[src/rtl/sc_frogmove_ctrl.sv]
// sc_frogmove_ctrl: debounces the frog buttons and issues one-cycle load/shift commands to the position
// shift register, with a cooldown after each move and no moves past the lane limits.
module sc_frogmove_ctrl #(
    parameter int DATAWIDTH = 8,
    parameter int DEBOUNCE_CYCLES = 16,
    parameter int COOLDOWN_CYCLES = 8,
    parameter logic [DATAWIDTH-1:0] START_POS = 8'b00010000,
    parameter logic [DATAWIDTH-1:0] LEFT_LIMIT = 8'b10000000,
    parameter logic [DATAWIDTH-1:0] RIGHT_LIMIT = 8'b00010000
) (
    input  logic                 SC_FROGMOVE_CLOCK_50,
    input  logic                 SC_FROGMOVE_RESET_InHigh,
    input  logic                 SC_FROGMOVE_left_InLow,
    input  logic                 SC_FROGMOVE_right_InLow,
    input  logic                 SC_FROGMOVE_restart_InLow,
    input  logic [DATAWIDTH-1:0] SC_FROGMOVE_position_InBUS,
    output logic                 SC_FROGMOVE_load_OutLow,
    output logic [1:0]           SC_FROGMOVE_shiftselection_Out,
    output logic [DATAWIDTH-1:0] SC_FROGMOVE_data_OutBUS,
    output logic                 SC_FROGMOVE_busy_Out,
    output logic                 SC_FROGMOVE_blocked_Out
);
    localparam int DBW = $clog2(DEBOUNCE_CYCLES + 1);
    localparam int CLW = $clog2(COOLDOWN_CYCLES + 1);

    typedef enum logic [2:0] {INIT, LOAD, IDLE, SHIFT_L, SHIFT_R, COOL} state_t;

    state_t state, nextState;
    logic [2:0] rawBtn, pressEvt;
    logic [CLW-1:0] coolCnt;
    logic restartPending, coolDone, anyRestart, leftEvt, rightEvt, restartEvt;
    logic loadNext, busyNext, blockedNext;
    logic [1:0] selNext;

    assign rawBtn = {SC_FROGMOVE_restart_InLow, SC_FROGMOVE_right_InLow, SC_FROGMOVE_left_InLow};
    assign leftEvt = pressEvt[0];
    assign rightEvt = pressEvt[1];
    assign restartEvt = pressEvt[2];

    // per button: 2-flop synchronizer, stability counter, press pulse on debounced falling level
    for (genvar i = 0; i < 3; i++) begin : g_btn
        logic syncA, syncB, debLevel, evt, flip;
        logic [DBW-1:0] cnt;
        assign flip = (syncB != debLevel) && (cnt == DBW'(DEBOUNCE_CYCLES - 1));
        assign pressEvt[i] = evt;
        always_ff @(posedge SC_FROGMOVE_CLOCK_50 or posedge SC_FROGMOVE_RESET_InHigh) begin
            if (SC_FROGMOVE_RESET_InHigh) begin
                syncA <= 1'b1;
                syncB <= 1'b1;
                debLevel <= 1'b1;
                cnt <= '0;
                evt <= 1'b0;
            end else begin
                syncA <= rawBtn[i];
                syncB <= syncA;
                cnt <= (syncB == debLevel || flip) ? '0 : cnt + 1'b1;
                debLevel <= flip ? syncB : debLevel;
                evt <= flip & ~syncB;
            end
        end
    end

    assign coolDone = coolCnt == CLW'(COOLDOWN_CYCLES - 1);
    assign anyRestart = restartEvt | restartPending;

    always_ff @(posedge SC_FROGMOVE_CLOCK_50 or posedge SC_FROGMOVE_RESET_InHigh) begin
        if (SC_FROGMOVE_RESET_InHigh) begin
            state <= INIT;
            coolCnt <= '0;
            restartPending <= 1'b0;
        end else begin
            state <= nextState;
            coolCnt <= (state == COOL && !coolDone) ? coolCnt + 1'b1 : '0;
            restartPending <= (state == LOAD) ? 1'b0 :
                              (restartEvt && (state == COOL || state == SHIFT_L || state == SHIFT_R)) ? 1'b1 :
                              restartPending;
        end
    end

    always_comb begin
        nextState = INIT;
        case (state)
            INIT:    nextState = LOAD;
            LOAD:    nextState = COOL;
            SHIFT_L: nextState = COOL;
            SHIFT_R: nextState = COOL;
            COOL:    nextState = coolDone ? IDLE : COOL;
            IDLE:    nextState = anyRestart ? LOAD :
                                 (leftEvt && rightEvt) ? IDLE :
                                 (leftEvt && SC_FROGMOVE_position_InBUS != LEFT_LIMIT) ? SHIFT_L :
                                 (rightEvt && SC_FROGMOVE_position_InBUS != RIGHT_LIMIT) ? SHIFT_R :
                                 IDLE;
            default: nextState = INIT;
        endcase
    end

    always_comb begin
        loadNext = state != LOAD;
        selNext = (state == SHIFT_L) ? 2'b01 : (state == SHIFT_R) ? 2'b10 : 2'b00;
        busyNext = state != IDLE;
        blockedNext = state == IDLE && !anyRestart && (leftEvt ^ rightEvt) &&
                      ((leftEvt && SC_FROGMOVE_position_InBUS == LEFT_LIMIT) ||
                       (rightEvt && SC_FROGMOVE_position_InBUS == RIGHT_LIMIT));
    end

    always_ff @(posedge SC_FROGMOVE_CLOCK_50 or posedge SC_FROGMOVE_RESET_InHigh) begin
        if (SC_FROGMOVE_RESET_InHigh) begin
            SC_FROGMOVE_load_OutLow <= 1'b1;
            SC_FROGMOVE_shiftselection_Out <= 2'b00;
            SC_FROGMOVE_busy_Out <= 1'b1;
            SC_FROGMOVE_blocked_Out <= 1'b0;
        end else begin
            SC_FROGMOVE_load_OutLow <= loadNext;
            SC_FROGMOVE_shiftselection_Out <= selNext;
            SC_FROGMOVE_busy_Out <= busyNext;
            SC_FROGMOVE_blocked_Out <= blockedNext;
        end
    end

    assign SC_FROGMOVE_data_OutBUS = START_POS;
endmodule

[config.mk]
export PLATFORM = sky130hd
export DESIGN_NAME = sc_frogmove_ctrl
export DESIGN_NICKNAME = d
export VERILOG_FILES = /design/src/rtl/sc_frogmove_ctrl.sv
export SDC_FILE = /design/constraint.sdc
export NUM_CORES = 1
export LEC_CHECK = 0
export CAP_MARGIN = 25
export CELL_PAD_IN_SITES_DETAIL_PLACEMENT = 0
export CELL_PAD_IN_SITES_GLOBAL_PLACEMENT = 1
export CORE_MARGIN = 4
export CORE_UTILIZATION = 35
export CTS_CLUSTER_SIZE = 8
export DETAILED_ROUTE_END_ITERATION = 8
export PLACE_DENSITY = 0.75
export SLEW_MARGIN = 20
export SYNTH_ARGS = -nofsm -noshare
export SYNTH_HDL_FRONTEND = slang
export SYNTH_SLANG_ARGS = --single-unit
[constraint.sdc]
create_clock -name SC_FROGMOVE_CLOCK_50 -period 1.41 [get_ports SC_FROGMOVE_CLOCK_50]
set_input_delay 0.2115 -clock SC_FROGMOVE_CLOCK_50 [delete_from_list [all_inputs] [get_ports SC_FROGMOVE_CLOCK_50]]
set_output_delay 0.2115 -clock SC_FROGMOVE_CLOCK_50 [all_outputs]
set_load 0.02 [all_outputs]
# After elaboration in Yosys (flattened, before gate mapping)
# Cells that the tools add are included.
# Widths: inputs -> output; s select.
# op_classes
n_shift	0
muxes	14
n_addsub	4
n_reduce_logical	24
div_mod_pow	0
n_bitwise	8
magnitude_cmp	0
mul	0
n_eq_ne	21
# op_table
operator	n
$add 5x1->5 const B	3
$eq 5x4->1 const B	3
$mux 3	5
$mux 5	3
$logic_and 1x1->1	13
$pmux 3 s4	1
$eq 8x5->1 const B	1
$eq 8x8->1 const B	1
$ne 8x5->1 const B	1
$ne 8x8->1 const B	1
$eq 3x2->1 const B	2
$eq 3x3->1 const B	2
$logic_or 1x1->1	6
$add 4x1->4 const B	1
$eq 4x3->1 const B	1
$mux 2	2
$mux 4	1
$and 1x1->1	3
$eq 1x1->1	3
$eq 3x1->1 const B	1
$logic_not 3->1	1
$ne 1x1->1	3
$ne 3x1->1 const B	1
$ne 3x2->1 const B	1
other kinds (7)	11
# totals
n_memories	0
ram_bits	0
out_inout_bits	13
wordCells	93
reg_bits	40
mem_bits_ro	0
latchBits	0

# Depth between registers and ports, before layout
# logic_depth
word_depth	7
mapped_depth	5

# Worst setup path before layout
# No wires, ideal clock.
# synth_timing
kind	register -> register
from	reg state[0]
to	reg SC_FROGMOVE_blocked_Out
path_slack_ns	0.058
stages_incl_launch_ff	6
required_time_ns	1.330
t_arrival_ns	1.272
setup_time_ns	0.080
cell_sequence	dfrtp_1 buf_6 or3_4 nor3b_4 nand3_2 nor3b_2
# synth_via
elab_chain_len	4
# synth_lines
item	line	source
start, declared	28	state_t state, nextState;
start signal, assigned	72	state <= nextState;
$eq 3x2->1	101	blockedNext = state == IDLE && !anyRestart && (leftEvt ^ rightEvt) &&
$logic_and 1x1->1 (3 in a row)	101	
net blockedNext	32	logic loadNext, busyNext, blockedNext;
end signal, assigned	116	SC_FROGMOVE_blocked_Out <= blockedNext;
end, declared	21	output logic SC_FROGMOVE_blocked_Out
# The timed path passes the listed nets, and every way through them passes these cells.
# A chain may end at the register's enable or synchronous reset.

# Worst setup path in the final report
# layout_timing
from	reg restartPending
to	reg SC_FROGMOVE_blocked_Out
# layout_via
elab_chain_len	5
# layout_lines
item	line	source
start, declared	31	logic restartPending, coolDone, anyRestart, leftEvt, rightEvt, restartEvt;
start signal, assigned	74	restartPending <= (state == LOAD) ? 1'b0 :
$or 1x1->1	64	assign anyRestart = restartEvt | restartPending;
$logic_not 1->1	101	
$logic_and 1x1->1 (3 in a row)	101	
net blockedNext	32	
# The timed path passes the listed nets, and every way through them passes these cells.

==> results.cfg <==
[global_route]
grt_pass1_wl_mm = 5.02
grt.total_usage_pct = 10.1
grt_pass1_vias = 1200
grt_max_degree = 41
antenna_found_initial = 0
grt_overflow = 0

[clock_tree]
cts_buffers = 5
root_buffer = clkbuf_8
htreeDepth = 2
clk_pin_slew_ns = 0.07
cts_hold_buf = 0
clock_latency_ns = 0.29
clock_path_buffers = 2
cts_sinks = 40
cts_tree = done

[route]
drcViolationCount = 0
num_vias = 1075
avgRoutedWirePerCell_um = 11.0
drt-pass1-iter-count = 4
drt_iter0_drc = 35
avgViaCountPerCell = 4.30
drtAntennaViolNets = 0
routed_wl_mm = 2.76

[critical_path]
slowest_stage = or3_4
crit_family = simple AND/OR/NAND/NOR gates
start_kind = flip-flop
path_cells = or3_4, nor3b_4, nand3_2, nor3b_2
endpoint_kind = flip-flop
path_depth = 4
r2r_start = restartPending
r2r_slack_ns = 0.03
cp.required_ns = 1.63
reg2reg_depth = 4
crit-reg2reg-capture = SC_FROGMOVE_blocked_Out
cp.buffers_inverters = 0
max_stage_delay_ns = 0.41
critPathKind = reg -> reg
path_max_fanout = 3
crit_arrival_ns = 1.60

[timing]
slew_viol_final = 0
finalHoldViolCount = 0
rsz0062_at_grt = true
max_freq_mhz = 724
fin_crit_ns = 1.38
final.period_utilization_pct = 98.0
skew_ns = 0.00585
setup_viol = 0

[synthesis]
synth_area_leaders = dfrtp_1 (41%), dfstp_2 (16%), ha_1 (5.7%), nor2_1 (4.2%), xor2_1 (3.5%)
ys_ff_latch = 40
syn_area_um2 = 1770
synth_cell_types = 34
ys_seq_area_share_pct = 57.4
yosysTopAreaCell = dfrtp_1
yosys_warnings = 0
synthCells = 150
synth_top_area_share_pct = 41.0
syn_avg_cell_area_um2 = 11.8

[cells_and_area]
postLayoutCoreUtil_pct = 45.6
fillCellCount = 463
fin_cells = 250
drive_gt1_share_pct = 26.2
nets = 203
area_growth_pct = 24.1
antenna_cells = 0

[power_and_ir_drop]
p_sw_mw = 0.561
power_density_nw_per_um2 = 1070
swShare_pct = 24.0
irDropWorstVdd_mv = 0.565
combPwrFrac_pct = 13.9
total_power_mw = 2.34
seqPwrFrac_pct = 53.4
intPower_mw = 1.78
power.leakage_nw = 1.03
p_clk_share_pct = 32.7

[place]
dp_hpwl_mm = 1.99
placed_cells = 238
routabilityCongestion = 0.813
portBuffers = 17

[status]
status = finished, final reports clean

[die]
initial_utilization_pct = 36.7
die_area_um2 = 6260
fp.dieW_um = 79.1
pin_count = 26
placement_rows = 25
fp.dieH_um = 79.1
core_area_um2 = 4820

[worst_hold_path]
min_path_type = in -> async

[job]
cap_violations = 0
[synthesized netlist by cell type]
cell and number:
dfrtp_1 29, nor2_1 20, inv_1 12, dfstp_2 11, buf_4 8, ha_1 8, nand3_1 7, xor2_1 7
a21oi_1 6, and3_1 5, nand2b_1 4, xnor2_1 4, and3b_1 3, mux2_2 3, conb_1 2, nand3b_1 2
nor2b_1 2, a31oi_1 1, and2_1 1, and3_2 1, buf_6 1, mux2i_1 1, nand2_1 1, nand3_2 1
nor3_1 1, nor3b_2 1, nor3b_4 1, nor4_4 1, o22ai_1 1, o2bb2ai_1 1, o311ai_0 1, o31ai_1 1
or3_1 1, or3_4 1
[registers in the layout, indices dropped and copies added (netlist names), 2 cells and up]
name,flops
g_btn.cnt,15
coolCnt,4
g_btn.debLevel,3
g_btn.evt,3
g_btn.syncA,3
g_btn.syncB,3
state,3
SC_FROGMOVE_shiftselection_Out,2
[logic make-up after synthesis]
family                     count (synthesis)  share of synthesized area (%)
other                                      2                          0.424
buffers and inverters                     21                           6.58
AOI/OAI and AO/OA                         11                           3.82
and+or+nand+nor                           53                           18.2
muxes                                      4                           2.48
xor gates and xnor gates                  11                           5.45
DFF                                       40                           57.4
adders and majority gates                  8                           5.66
[routing by layer]
layer  vias to the layer above  routed length (um)  GRT usage [%]
met4                         0                  34           3.61
li1                        539                   -              -
met3                         5                 182           3.63
met5                         -                   0              0
met1                       505                1190           11.2
met2                        26                1350           17.8
[worst max path at each step]
stage | from | slack [ns] | endpoint
CTS | restartPending | 0.0007 | state[2]
floorplan | state[0] | 0.06 | SC_FROGMOVE_blocked_Out
detailed placement | SC_FROGMOVE_position_InBUS[1] | -0.29 | state[2]
finish | restartPending | 0.03 | SC_FROGMOVE_blocked_Out
global route | SC_FROGMOVE_position_InBUS[1] | -0.04 | state[2]
global placement | SC_FROGMOVE_position_InBUS[1] | -0.21 | state[2]
[power groups by stage]
stage / logic [mW] / clock network, mW / registers, mW
after floorplan: 0.166 / 0 / 1.30
after global placement: 0.307 / 0 / 1.27
after detailed placement: 0.318 / 0 / 1.27
after CTS: 0.315 / 0.798 / 1.25
after global routing: 0.359 / 0.850 / 1.26
final: 0.326 / 0.765 / 1.25
[metrics by stage]
step                setup slack [ns]  hold slack, ns  instance area (um^2)  setup TNS (ns)
global placement              -0.214           0.346                  2040          -0.597
detailed placement            -0.295           0.347                  2040          -0.950
floorplan                     0.0582           0.216                  1790               0
finish                        0.0280           0.295                  2200               0
global route                 -0.0424           0.314                  2200         -0.0730
CTS                         0.000656           0.300                  2150               0
[layout by cell type, fill, tap and decap left out, types with 2 or more instances in the layout]
master and count:
nand2b_4 3, clkbuf_1 2, conb_1 8, dfrtp_1 29
nor2_2 5, nor2_1 15, clkbuf_8 6, nor2b_1 2
mux2_2 3, a21oi_1 6, xnor2_1 4, dlygate4sd2_1 5
nand3b_1 2, ha_2 3, inv_1 12, and3_1 5
buf_4 10, ha_1 5, and3b_1 3, xor2_1 7
clkdlybuf4s50_1 12, dfstp_2 11, nand3_1 7
[tightest hold or removal path, delay by kind of cell]
family,cells,cell delay [ns]
buffers and inverters,3,0.74
[cell type report]
cell class	count	area (um^2)	share of cell area [%]
Clock buffer	8	90.1	4.10
Inverter	12	45.0	2.05
Multi-Input combinational cell	95	703	32.0
Sequential cell	40	1010	46.2
Tap cell	67	83.8	3.82
Timing Repair Buffer	28	259	11.8
[what timing repair did]
action	CTS	global route
pin swaps	0	2
buffers inserted	0	4
hold endpoints to repair	0	0
setup endpoints to repair	20	19
resized for setup	10	9
Note: power is estimated with default switching activity, not from simulation.
